**src/rtl/pkt_queue.sv**
```systemverilog
// Parametrised valid/ready packet FIFO with flush, occupancy and peak-occupancy reporting.
// Optional zero-cycle empty-queue bypass is enabled by defining PKT_QUEUE_BYPASS_EN.
module pkt_queue #(
    parameter int WIDTH = 32,
    parameter int DEPTH = 4,
    parameter int CW    = $clog2(DEPTH + 1)
) (
    input  logic             clk,
    input  logic             rst,
    input  logic             flush,
    input  logic             in_valid,
    output logic             in_ready,
    input  logic [WIDTH-1:0] in_data,
    output logic             out_valid,
    input  logic             out_ready,
    output logic [WIDTH-1:0] out_data,
    output logic [CW-1:0]    count,
    output logic [CW-1:0]    max_count,
    output logic             full,
    output logic             empty
);

    localparam int AW = $clog2(DEPTH);

    logic [WIDTH-1:0] mem [DEPTH];
    logic [AW-1:0]    wr_ptr_q, wr_ptr_d;
    logic [AW-1:0]    rd_ptr_q, rd_ptr_d;
    logic [CW-1:0]    count_q, count_d;
    logic [CW-1:0]    max_q, max_d;
    logic             push, pop, push_mem, pop_mem;

    assign full     = (count_q == CW'(DEPTH));
    assign empty    = (count_q == '0);
    assign in_ready = !full;
    assign push     = in_valid && in_ready;
    assign pop      = out_valid && out_ready;

`ifdef PKT_QUEUE_BYPASS_EN
    logic bypass;
    // Bypass only exists on an empty queue, and a flush kills it outright.
    assign bypass    = empty && in_valid && !flush;
    assign out_valid = !empty || bypass;
    assign out_data  = bypass ? in_data : mem[rd_ptr_q];
    assign push_mem  = push && !(bypass && out_ready);
    assign pop_mem   = pop && !empty;
`else
    assign out_valid = !empty;
    assign out_data  = mem[rd_ptr_q];
    assign push_mem  = push;
    assign pop_mem   = pop;
`endif

    always_comb begin
        wr_ptr_d = wr_ptr_q;
        rd_ptr_d = rd_ptr_q;
        count_d  = count_q;
        if (flush) begin
            wr_ptr_d = '0;
            rd_ptr_d = '0;
            count_d  = '0;
        end else begin
            if (push_mem) wr_ptr_d = wr_ptr_q + AW'(1);
            if (pop_mem)  rd_ptr_d = rd_ptr_q + AW'(1);
            case ({push_mem, pop_mem})
                2'b10:   count_d = count_q + CW'(1);
                2'b01:   count_d = count_q - CW'(1);
                default: count_d = count_q;
            endcase
        end
        // count never exceeds DEPTH, so the peak saturates there on its own.
        max_d = (count_d > max_q) ? count_d : max_q;
    end

    always_ff @(posedge clk or negedge rst) begin
        if (!rst) begin
            wr_ptr_q <= '0;
            rd_ptr_q <= '0;
            count_q  <= '0;
            max_q    <= '0;
        end else begin
            wr_ptr_q <= wr_ptr_d;
            rd_ptr_q <= rd_ptr_d;
            count_q  <= count_d;
            max_q    <= max_d;
        end
    end

    always_ff @(posedge clk) begin
        if (push_mem && !flush) mem[wr_ptr_q] <= in_data;
    end

    assign count     = count_q;
    assign max_count = max_q;

`ifndef SYNTHESIS
    a_no_push_full: assert property (@(posedge clk) disable iff (!rst) !(push_mem && full));
    a_no_pop_empty: assert property (@(posedge clk) disable iff (!rst) !(pop_mem && empty));
    a_ptr_count: assert property (@(posedge clk) disable iff (!rst)
        (count_q <= CW'(DEPTH)) && (AW'(count_q) == AW'(wr_ptr_q - rd_ptr_q)));
`endif

endmodule

```
**config.mk**
```make
export PLATFORM = sky130hd
export DESIGN_NAME = pkt_queue
export DESIGN_NICKNAME = d
export VERILOG_FILES = /design/src/rtl/pkt_queue.sv
export SDC_FILE = /design/constraint.sdc
export NUM_CORES = 1
export LEC_CHECK = 0
export BUFFER_PORTS_ARGS = -buffer_cell sky130_fd_sc_hd__clkbuf_2
export CAP_MARGIN = 0
export CELL_PAD_IN_SITES_DETAIL_PLACEMENT = 1
export CELL_PAD_IN_SITES_GLOBAL_PLACEMENT = 1
export CORE_AREA = 10 10 120 122
export DETAILED_ROUTE_END_ITERATION = 6
export DIE_AREA = 0 0 130 132
export HOLD_SLACK_MARGIN = 0.03
export PLACE_DENSITY = 0.71
export SYNTH_ARGS = -nofsm -noshare
export SYNTH_HDL_FRONTEND = slang
export SYNTH_SLANG_ARGS = --single-unit
export TNS_END_PERCENT = 20
```
**constraint.sdc**
```tcl
create_clock -name clk -period 8.4 [get_ports clk]
set_clock_uncertainty 0.15 [all_clocks]
set_input_delay 1.68 -clock clk [delete_from_list [all_inputs] [get_ports clk]]
set_output_delay 1.68 -clock clk [all_outputs]
set_load 0.03 [all_outputs]
```
# After elaboration in Yosys (flattened, before gate mapping)
# Memories as Yosys holds them, arrays and structs flattened.
# Cells that the tools add are included.
# totals
regBits	10
ram_bits	128
in_bits	37
out_inout_bits	42
word_cells	30
mem_count	1
# op_classes
addsub	4
n_lt_le_gt_ge	1
n_eq_ne	3
n_mux	8
reduce_logical	9
# memory_table
memory	depth	word_bits	read_ports	rd_ports_with_merged_regs	write_ports	line_no	rtl
mem	4	32	1	0	1	25	logic [WIDTH-1:0] mem [DEPTH];
# op_table
op	count
2-bit 2-to-1 mux	4
3-bit case mux with 2 select lines	1
2-bit by 1-bit adder with 2-bit output, second input constant	2
2-bit nonzero test	2
3-bit by 1-bit adder with 3-bit output, second input constant	1
3-bit == test, second input constant	1
3-bit greater-than comparator	1
1-bit logical AND	3
1-bit zero test	3
3-bit zero test	1
3-bit 2-to-1 mux	1
3-bit by 1-bit subtractor with 3-bit output, second input constant	1
2-bit by 1-bit == test with 1-bit output, second input constant	1
2-bit == test, second input constant	1
1-bit 2-to-1 mux	2

# Logic depth before layout (Yosys ltp)
# logic_depth
ltp_word	7
depth_mapped	11
depth_no_buf	11

# Worst setup path before layout
# Ideal clock, no wire load.
# synth_timing
path_type	input to register
startpoint	in out_ready
endpoint	reg max_q[0], in the netlist max_count[0]
setup_time_ns	0.125
arrival_ns	3.933
required_ns	8.125
setup_slack_ns	4.192
path_stages	9
n_path_buf	0
cell_sequence	o31a_1 > ha_1 > fa_1 > xnor2_1 > or3_1 > a21oi_2 > ha_1 > a32oi_1 > mux2_2
# synth_via
elab_chain_cells	5
word_cells_on_any_way	6
classes_between	order compare (1); eq/ne (2); mux (2); reduce/logical (1)
# synth_lines
item	line_no	rtl
start, declared	15	input logic out_ready,
1-bit logical AND (*)	36	assign pop = out_valid && out_ready;
2-bit by 1-bit == test with 1-bit output or 2-bit == test (tied branches)	64	case ({push_mem, pop_mem})
3-bit case mux with 2 select lines (*)	64	
3-bit 2-to-1 mux (*)	57	if (flush) begin
via count_d[2]	28	logic [CW-1:0] count_q, count_d;
3-bit greater-than comparator (*)	71	max_d = (count_d > max_q) ? count_d : max_q;
end signal, assigned	84	max_q <= max_d;
end, declared	29	logic [CW-1:0] max_q, max_d;
# Mark *: on every way through the listed nets, which the timed path passes. The rest lies on a longest branch.
# A chain may end at the register's enable or synchronous reset.

# Final worst setup path
# layout_timing
startpoint	reg rd_ptr_q[0]
endpoint	out out_data[2]
# layout_via
elab_chain_cells	1
# layout_lines
item	line_no	rtl
start, declared	27	logic [AW-1:0] rd_ptr_q, rd_ptr_d;
start signal, assigned	82	rd_ptr_q <= rd_ptr_d;
memory read 4 x 32 bit	-	
end, declared	16	output logic [WIDTH-1:0] out_data,
# Every way passes these cells.

==> results.toml <==
[timing]
slew_viol_final = 0
layout_setup_ws_ps = 4311
setup_viol = 0
slew_headroom = 0.3799
max_freq_mhz = 244.6
rsz0062_at_grt = "no"
finalCritPeriodShare = 0.4868
tns_ps = 0
tightestPinTransition_ps = 930.2
finalCriticalPeriod_ps = 4089
final-hold-violation-count = 0
holdWs_ps = 401.2

[synth]
synth_edf_count = 128
synth_area_um2 = 5274
synthesis.nets = 275
yosys-top-cells-area = "edfxtp_1 73%, mux4_2 14%, dfrtp_1 4.7%"
synth_cell_type_count = 29
yosys-top-cells-count = "128 x edfxtp_1, 32 x mux4_2, 10 x dfrtp_1"
synthArstFlopShare = 0.07246
syn-mean-instance-area_um2 = 23.03
synthCells = 229
seq_area_frac_synth = 0.7763
synth_area_leader_cell = "edfxtp_1"
yosys.area.top_type_share = 0.7288
synth_most_common_cell = "edfxtp_1"
yosys_warnings = 0
ys_ff_latch = 138
synth_top_flop_cell = "edfxtp_1"

[clock_network]
clockBufferDepth = 2
cts.reportedPaths.clkPinSlew_ps = 50
cts_tree = "done"
hold_buffers = 0
h-tree-depth = 4
cts_inserted_buffers = 17
cts_resized = 0
insertion_delay_ps = 410
clk_root_buffer_cell = "clkbuf_16"
clock-sinks = 138
cts_setup_buffers = 0

[drt]
drc = 0
dr.pass1.iters = 5
drt_wl_total_mm = 10.04
wl_met1_mm = 4.315
drt_iter0_drc = 115
highest_layer = "met4"
ant_nets = 0
viasPerCell = 5.189
routedWlPerCell_um = 21.14
met3_length_um = 691
dr_wl_met2_mm = 4.955
vias = 2465

[run]
maxCapViolations = 0

[placement]
dp_worst_setup_slack_ps = 3897
gp_congestion = 0.7314
portBuffers = 78
detailed_place_hpwl_mm = 6.414

[global_route]
grt_max_degree = 34
grt_pass1_wl_mm = 15.74
grt_pass1_vias = 2858
gr-total-overflow = 0
antenna_found_initial = 0
grt_util_all_layers = 0.1242

[floorplan]
start_util = 0.4428
die_y_um = 132
rows = 40
die_area_um2 = 17160
core_area_um2 = 11910
fp.dieW_um = 130
ioPinCount = 79

[power_and_ir_drop]
irDropWorstVdd_mv = 0.1563
p_per_area_nw_per_um2 = 325.2
leakage_nw = 2.227

[final_layout]
n_antenna_cell = 0
drive_gt1_frac = 0.4573
final_nets = 364
syn2layout_area_growth_pct = 20.07

[worst_setup_path]
start_kind = "flop"
critical_path_class = "reg2out"
crit_fanout = 27
crit_required_ps = 6570
endpoint_kind = "output port"
worstPathArrival_ps = 2260

[outcome]
status = "completed"

[min_path]
hold_class = "reg2reg"
layout make-up:
cell class	instances	area, µm²
Clock buffer	18	429.2
Tap cell	147	183.9
Multi-Input combinational cell	74	1087
Sequential cell	138	4096
Fill cell	1069	5579
Clock inverter	11	107.6
Inverter	8	30.03
Timing Repair Buffer	79	397.9
power breakdown:
group | switching, mW | internal, mW
registers | 0.0396 | 0.803
logic | 0.328 | 0.209
clock network | 0.255 | 0.425
layout by cell type (no fill, tap or decap), types with 4 or more instances in the layout:
cell type | netlist | final
nor2_1 | 4 | 4
edfxtp_1 | 128 | 128
dfrtp_1 | 10 | 8
clkinv_1 | 0 | 4
clkbuf_2 | 0 | 78
mux4_2 | 32 | 32
inv_1 | 7 | 7
ha_1 | 8 | 8
and2_2 | 0 | 4
clkbuf_16 | 0 | 17
per-layer routing:
metal  vias up  track usage
met5         -            0
met4         0      0.05063
met3         9      0.05350
met2        76       0.1933
met1      1266       0.1474
li1       1114            -
cell families after synthesis:
group           after synthesis  share of synthesized area
xor+xnor                      5                   0.008305
buf+inv                      17                    0.01850
compound gates                6                   0.007829
mux                          36                     0.1450
flops                       138                     0.7763
simple gates                 18                    0.02135
fa+ha+maj                     9                    0.02278
critical path: stages, from the launching register on:
cell and delay (ps):
dfrtp_2 510, buf_4 520, mux4_2 600, clkbuf_2 210
flip-flops by register name, indices dropped and copies added (netlist names):
register,cells
mem,128
count,3
max_count,3
rd_ptr_q,2
wr_ptr_q,2
per-stage QoR:
step                std cells  power, mW    util  area (µm²)
floorplan                 229      1.269       -        5274
global placement          446      1.397  0.4866        5796
detailed placement        446      1.410  0.4866        5796
CTS                       475      2.094  0.5316        6332
global route              475      2.161  0.5316        6332
finish                    475      2.059  0.5316        6332
worst paths after layout:
check / depth (start not counted) / slack, ps / end / start
max in group asynchronous: 1 / 6890 / rd_ptr_q[1] / rst
max: 3 / 4310 / out_data[2] / rd_ptr_q[0]
min reg2reg: 1 / 400 / max_count[0] / max_count[0]
min in group asynchronous: 1 / 980 / max_count[0] / rst
max reg2reg: 9 / 5040 / max_count[1] / count[1]
min: 1 / 400 / max_count[0] / max_count[0]
Power figures use the tool's default switching activity.
